--- src/rtl/backend_cfg_pkg.sv ---
// Shared types and constants for the backend bring-up sequencer.
// Optional feature macro used by the top: BACKEND_AUTO_GAIN_EN.
package backend_cfg_pkg;

    typedef enum logic [2:0] {
        ST_IDLE,
        ST_RST_HOLD,
        ST_SHIFT,
        ST_WAIT_RDY,
        ST_SAMPLE,
        ST_ERROR
    } seq_state_t;

    localparam int unsigned GAINA1_MSB = 4;
    localparam int unsigned GAINA1_LSB = 2;
    localparam int unsigned GAINA2_MSB = 1;
    localparam int unsigned GAINA2_LSB = 0;

    localparam int unsigned DEF_CFG_W         = 5;
    localparam int unsigned DEF_SCLK_DIV      = 2;
    localparam int unsigned DEF_RST_CYCLES    = 8;
    localparam int unsigned DEF_READY_TIMEOUT = 256;
    localparam int unsigned MAX_GAIN_RETRIES  = 7;

endpackage

--- src/rtl/cfg_serializer.sv ---
// MSB-first serializer: sclk starts low, data changes only while sclk is low,
// done strobes during the final high phase, after which sclk/sdout idle low.
module cfg_serializer #(
    parameter int unsigned CFG_W    = 5,
    parameter int unsigned SCLK_DIV = 2
) (
    input  logic             clk,
    input  logic             reset,
    input  logic             load,
    input  logic [CFG_W-1:0] word,
    output logic             sclk,
    output logic             sdout,
    output logic             done
);

    localparam int unsigned DIV_W = (SCLK_DIV > 1) ? $clog2(SCLK_DIV) : 1;
    localparam int unsigned BIT_W = (CFG_W > 1) ? $clog2(CFG_W) : 1;

    logic             active;
    logic [CFG_W-2:0] sreg;
    logic [DIV_W-1:0] div_cnt;
    logic [BIT_W-1:0] bit_cnt;
    logic             phase_end;
    logic             last_bit;

    assign phase_end = active && (div_cnt == DIV_W'(SCLK_DIV - 1));
    assign last_bit  = (bit_cnt == BIT_W'(CFG_W - 1));
    assign done      = phase_end && sclk && last_bit;

    // sreg holds only the bits not yet presented on sdout
    always_ff @(posedge clk) begin
        if (reset) begin
            active  <= 1'b0;
            sreg    <= '0;
            div_cnt <= '0;
            bit_cnt <= '0;
            sclk    <= 1'b0;
            sdout   <= 1'b0;
        end else if (load) begin
            active  <= 1'b1;
            sreg    <= word[CFG_W-2:0];
            sdout   <= word[CFG_W-1];
            sclk    <= 1'b0;
            div_cnt <= '0;
            bit_cnt <= '0;
        end else if (active) begin
            if (phase_end) begin
                div_cnt <= '0;
                if (!sclk) begin
                    sclk <= 1'b1;
                end else begin
                    sclk <= 1'b0;
                    if (last_bit) begin
                        active <= 1'b0;
                        sdout  <= 1'b0;
                    end else begin
                        bit_cnt <= bit_cnt + 1'b1;
                        sdout   <= sreg[CFG_W-2];
                        sreg    <= sreg << 1;
                    end
                end
            end else begin
                div_cnt <= div_cnt + 1'b1;
            end
        end
    end

endmodule

--- src/rtl/backend_cfg_sequencer.sv ---
// Backend bring-up: reset hold, serial gain config, ready wait, vco1_fast sample.
// Define BACKEND_AUTO_GAIN_EN to step gainA1 down and reshift while vco1_fast is high.
module backend_cfg_sequencer
    import backend_cfg_pkg::*;
#(
    parameter int unsigned CFG_W         = DEF_CFG_W,
    parameter int unsigned SCLK_DIV      = DEF_SCLK_DIV,
    parameter int unsigned RST_CYCLES    = DEF_RST_CYCLES,
    parameter int unsigned READY_TIMEOUT = DEF_READY_TIMEOUT
) (
    input  logic             i_mainclk,
    input  logic             i_reset,
    input  logic             i_start,
    input  logic [CFG_W-1:0] i_cfg_word,
    input  logic             i_ready,
    input  logic             i_vco1_fast,
    output logic             o_resetbAll,
    output logic             o_sclk,
    output logic             o_sdout,
    output logic             o_busy,
    output logic             o_done,
    output logic             o_timeout,
    output logic             o_vco1_fast_q,
    output logic [CFG_W-1:0] o_cfg_applied
);

    localparam int unsigned RC_W = (RST_CYCLES > 1) ? $clog2(RST_CYCLES) : 1;
    localparam int unsigned TO_W = (READY_TIMEOUT > 1) ? $clog2(READY_TIMEOUT) : 1;

    seq_state_t       state, state_nxt;
    logic             rdy_s1, rdy_s2, vco_s1, vco_s2;
    logic [CFG_W-1:0] word_q;
    logic [CFG_W-1:0] ser_word;
    logic [RC_W-1:0]  rst_cnt;
    logic [TO_W-1:0]  wait_cnt;
    logic             ser_load, ser_done, retry;

`ifdef BACKEND_AUTO_GAIN_EN
    logic [2:0]       retry_cnt;
    logic [CFG_W-1:0] word_dec;

    always_comb begin
        word_dec = word_q;
        word_dec[GAINA1_MSB:GAINA1_LSB] = word_q[GAINA1_MSB:GAINA1_LSB] - 1'b1;
    end

    assign retry    = vco_s2 && (word_q[GAINA1_MSB:GAINA1_LSB] != '0)
                      && (retry_cnt != 3'(MAX_GAIN_RETRIES));
    assign ser_word = (state == ST_SAMPLE) ? word_dec : word_q;

    always_ff @(posedge i_mainclk) begin
        if (i_reset) begin
            retry_cnt <= '0;
        end else if (state == ST_IDLE && i_start) begin
            retry_cnt <= '0;
        end else if (state == ST_SAMPLE && retry) begin
            retry_cnt <= retry_cnt + 1'b1;
        end
    end
`else
    assign retry    = 1'b0;
    assign ser_word = word_q;
`endif

    always_ff @(posedge i_mainclk) begin
        if (i_reset) state <= ST_IDLE;
        else         state <= state_nxt;
    end

    always_comb begin
        state_nxt = state;
        case (state)
            ST_IDLE:     if (i_start) state_nxt = ST_RST_HOLD;
            ST_RST_HOLD: if (rst_cnt == RC_W'(RST_CYCLES - 1)) state_nxt = ST_SHIFT;
            ST_SHIFT:    if (ser_done) state_nxt = ST_WAIT_RDY;
            ST_WAIT_RDY: begin
                if (rdy_s2)                                   state_nxt = ST_SAMPLE;
                else if (wait_cnt == TO_W'(READY_TIMEOUT - 1)) state_nxt = ST_ERROR;
            end
            ST_SAMPLE:   state_nxt = retry ? ST_SHIFT : ST_IDLE;
            ST_ERROR:    state_nxt = ST_IDLE;
            default:     state_nxt = ST_IDLE;
        endcase
    end

    always_comb begin
        o_busy   = (state != ST_IDLE);
        o_done   = (state == ST_SAMPLE) && !retry;
        ser_load = ((state == ST_RST_HOLD) && (state_nxt == ST_SHIFT))
                   || ((state == ST_SAMPLE) && retry);
    end

    // Timeout and reset are asserted on entry to ERROR so they are visible during it
    always_ff @(posedge i_mainclk) begin
        if (i_reset) begin
            rdy_s1        <= 1'b0;
            rdy_s2        <= 1'b0;
            vco_s1        <= 1'b0;
            vco_s2        <= 1'b0;
            word_q        <= '0;
            rst_cnt       <= '0;
            wait_cnt      <= '0;
            o_resetbAll   <= 1'b0;
            o_timeout     <= 1'b0;
            o_vco1_fast_q <= 1'b0;
            o_cfg_applied <= '0;
        end else begin
            rdy_s1   <= i_ready;
            rdy_s2   <= rdy_s1;
            vco_s1   <= i_vco1_fast;
            vco_s2   <= vco_s1;
            rst_cnt  <= (state == ST_RST_HOLD) ? rst_cnt + 1'b1 : '0;
            wait_cnt <= (state == ST_WAIT_RDY) ? wait_cnt + 1'b1 : '0;
            case (state)
                ST_IDLE: if (i_start) begin
                    word_q      <= i_cfg_word;
                    o_timeout   <= 1'b0;
                    o_resetbAll <= 1'b0;
                end
                ST_RST_HOLD: if (state_nxt == ST_SHIFT) o_resetbAll <= 1'b1;
                ST_SHIFT:    if (ser_done) o_cfg_applied <= word_q;
                ST_WAIT_RDY: if (state_nxt == ST_ERROR) begin
                    o_timeout   <= 1'b1;
                    o_resetbAll <= 1'b0;
                end
                ST_SAMPLE: begin
                    if (retry) word_q <= ser_word;
                    else       o_vco1_fast_q <= vco_s2;
                end
                default: ;
            endcase
        end
    end

    cfg_serializer #(
        .CFG_W    (CFG_W),
        .SCLK_DIV (SCLK_DIV)
    ) u_serializer (
        .clk   (i_mainclk),
        .reset (i_reset),
        .load  (ser_load),
        .word  (ser_word),
        .sclk  (o_sclk),
        .sdout (o_sdout),
        .done  (ser_done)
    );

endmodule

--- config.mk ---
export PLATFORM = sky130hd
export DESIGN_NAME = backend_cfg_sequencer
export DESIGN_NICKNAME = d
export VERILOG_FILES = /design/src/rtl/backend_cfg_pkg.sv /design/src/rtl/cfg_serializer.sv /design/src/rtl/backend_cfg_sequencer.sv
export SDC_FILE = /design/constraint.sdc
export NUM_CORES = 1
export LEC_CHECK = 0
export BUFFER_PORTS_ARGS = -buffer_cell sky130_fd_sc_hd__buf_2
export CAP_MARGIN = 20
export CORE_ASPECT_RATIO = 0.7
export CORE_MARGIN = 3
export CORE_UTILIZATION = 60
export DETAILED_ROUTE_END_ITERATION = 10
export PLACE_DENSITY_LB_ADDON = 0.1
export SLEW_MARGIN = 25
export SYNTH_ARGS = -nofsm -noshare
export SYNTH_HDL_FRONTEND = slang
export SYNTH_SLANG_ARGS = --single-unit
export TNS_END_PERCENT = 10
--- constraint.sdc ---
create_clock -name i_mainclk -period 2.8 [get_ports i_mainclk]
set_input_delay 0.28 -clock i_mainclk [delete_from_list [all_inputs] [get_ports i_mainclk]]
set_output_delay 0.28 -clock i_mainclk [all_outputs]
set_load 0.005 [all_outputs]
==> results.py <==
metrics = {
    "status": {
        "run_status": "finished clean",
    },
    "timing": {
        "finalSetupTns_ns": 0,
        "timing.clock.skew_ns": 0.00406,
        "tightest_slew_ns": 0.673,
        "final_max_slew_viol_count": 0,
        "final.period_utilization_pct": 61.1,
        "timing.max_slew.rel_slack_pct": 54.9,
        "max_clock_freq_ghz": 0.585,
        "final_report_hold_violation_count": 0,
        "rsz0062_at_grt": "no",
        "final_setup_violations": 0,
        "period_minus_slack_ns": 1.71,
    },
    "routing": {
        "remaining_drc_errors": 0,
        "wl_per_cell_um": 14.0,
        "route.antenna.remaining_nets": 0,
        "num_vias": 1383,
        "detail_route.first_pass.iterations": 4,
        "post_drt_via_cell_ratio": 5.74,
        "drt_iter0_drc": 65,
        "route.final.wire_length_mm": 3.38,
    },
    "critical_path": {
        "critical_path_class": "reg2out",
        "timing.critical_path.to_type": "output port",
        "worst_setup_path_start_kind": "flop",
        "critical_path_arrival_ns": 1.43,
        "rrSetupSlack_ns": 1.09,
        "cp.required_ns": 2.52,
        "worst-path-max-fanout": 10,
    },
    "clocking": {
        "worst_setup_hold_path_clk_slew_ns": 0.07,
        "post_cts.resized_instances": 0,
        "clk_latency_ns": 0.29,
        "postCtsHoldBufs": 0,
        "cts_setup_buffers": 0,
        "cts-root-to-sink-buffers": 2,
        "tritoncts.num_buffers": 5,
        "cts_num_sinks": 42,
        "clock_tree.root_cell": "sky130_fd_sc_hd__clkbuf_8",
        "cts_htree_levels": 2,
        "cts_tree": "built",
    },
    "global_routing": {
        "antenna_violations_before_repair": 0,
        "grt-ovfl-total": 0,
        "grt_start_max_net_pins": 33,
        "grt_first_pass_wirelength_mm": 5.89,
        "gr-usage-all-layers_pct": 20.9,
        "number_of_global_route_vias_before_repair": 1302,
    },
    "pwr": {
        "power.ir.vdd_worst_uv": 353,
        "fin_total_pwr_mw": 1.05,
        "power-per-cell-area_nw_per_um2": 534,
        "power.static_leakage_nw": 0.752,
    },
    "final_layout": {
        "num-nets-final": 221,
        "area_growth_pct": 10.4,
        "diodes_inserted": 0,
        "layout-drive-gt1-share_pct": 15.5,
        "most-common-layout-cells": "sky130_fd_sc_hd__dfxtp_1 (42), sky130_fd_sc_hd__nor2_1 (21), sky130_fd_sc_hd__buf_2 (21), sky130_fd_sc_hd__nand2b_1 (14), sky130_fd_sc_hd__nand3_1 (14)",
        "layout.cells.most_common": "sky130_fd_sc_hd__dfxtp_1",
    },
    "yosys": {
        "syn-num-nets": 202,
        "post_synth_inst_count": 187,
        "yosysWarningCount": 0,
        "cell_accounting_for_the_most_synthesized_area": "sky130_fd_sc_hd__dfxtp_1",
        "synth_top_area_share_pct": 47.3,
        "number_of_storage_elements_in_the_synthesis_netlist": 42,
        "cells_taking_the_most_area_after_synthesis": "sky130_fd_sc_hd__dfxtp_1 (47%), sky130_fd_sc_hd__mux2i_1 (6.2%), sky130_fd_sc_hd__nand2b_1 (4.9%), sky130_fd_sc_hd__nor2_1 (4.4%), sky130_fd_sc_hd__nand3_1 (3.9%)",
        "synth_area_sq_um": 1780,
        "synth.lib_cells_used.distinct": 37,
        "syn_area_per_cell_sq_um": 9.51,
        "seq_area_frac_synth_pct": 47.3,
    },
    "floorplan": {
        "num_rows": 15,
        "chipHeight_um": 51.6,
        "start_util_pct": 67.2,
        "floorplan.die_area_sq_um": 3670,
        "io_pins": 22,
        "die_w_um": 71.1,
        "placeableCoreArea_sq_um": 2650,
    },
    "placement": {
        "gp_routability_congestion": 0.798,
        "detailedPlacementHpwl_mm": 2.38,
        "numPortBuffers": 21,
    },
    "flow_run": {
        "timing.max_cap.violations": 0,
    },
    "min_path": {
        "hold_class": "in2reg",
    },
}
per-stage QoR:
| stage | instances | hold slack, ns | setup slack [ns] | util, % | cell area [sq um] |
|---|---|---|---|---|---|
| global route | 241 | 0.190 | 0.932 | 74.2 | 1960 |
| CTS | 241 | 0.194 | 1.09 | 74.2 | 1960 |
| floorplan | 187 | 0.398 | 1.35 | - | 1780 |
| finish | 241 | 0.199 | 1.09 | 74.2 | 1960 |
| detailed placement | 233 | 0.428 | 1.11 | 70.8 | 1870 |
| global placement | 233 | 0.405 | 1.23 | 70.8 | 1870 |
report_power, final:
group	switching [mW]	internal, mW
Combinational	0.0210	0.0219
Clock	0.190	0.199
Sequential	0.0107	0.607
cell usage after synthesis (all sizes together):
cell,instances
nor4b,2
or3,5
xor2,3
o211ai,1
nor3b,1
nor3,2
nand2,7
o21a,2
a31oi,1
nand3,14
dfxtp,42
buf,6
nor2,21
o31a,1
nand3b,1
and2,4
a21oi,9
nand2b,14
o31ai,1
ha,5
nor4,3
xnor2,2
inv,3
and4bb,1
nand4,1
nand4bb,1
mux2i,11
a21o,1
clkbuf,3
a311oi,4
nor2b,5
o21ai,9
and3,1
cells by family after synthesis:
kind of cell,count (synthesis),synth area share [%]
AOI/OAI and AO/OA,29,9.99
DFF,42,47.3
muxes,11,6.19
adders and majority gates,5,3.52
and+or+nand+nor,83,26.9
buffers and inverters,12,3.66
xor gates and xnor gates,5,2.46
flip-flops by register name, indices dropped and copies added, names as in the netlist:
name	count
vco_s2	1
wait_cnt	8
o_cfg_applied	5
u_serializer.sreg	4
u_serializer.div_cnt	1
o_resetbAll	1
rst_cnt	3
state	3
vco_s1	1
u_serializer.bit_cnt	3
u_serializer.sclk	1
rdy_s2	1
u_serializer.sdout	1
ser_word	5
o_timeout	1
o_vco1_fast_q	1
u_serializer.active	1
rdy_s1	1
critical path, stage by stage, from the launching register on:
cell and delay, ns:
sky130_fd_sc_hd__dfxtp_1 0.59, sky130_fd_sc_hd__nor3b_1 0.37, sky130_fd_sc_hd__buf_2 0.18
final timing paths:
check | from | to | depth (start not counted)
worst max register to register | u_serializer.bit_cnt[0] | o_cfg_applied[2] | 5
worst min register to register | wait_cnt[0] | wait_cnt[0] | 1
worst max-delay path | state[2] | o_done | 2
worst min-delay path | i_ready | rdy_s1 | 2
routing by layer:
metal | GRT usage, % | wire (um) | up-vias
met3 | 8.49 | 208 | 4
li1 | - | - | 687
met4 | 8.13 | 38 | 0
met5 | 0 | 0 | -
met2 | 32.5 | 1490 | 46
met1 | 26.2 | 1640 | 646
layout make-up:
cell class / instances / area (sq um)
clock buffer: 7 / 86.3
clock inverter: 1 / 5.00
fill: 191 / 682
inverter: 3 / 11.3
multi-input combinational: 133 / 873
sequential: 42 / 841
tap: 34 / 42.5
timing repair buffer: 21 / 105
Power figures use the tool's default switching activity.
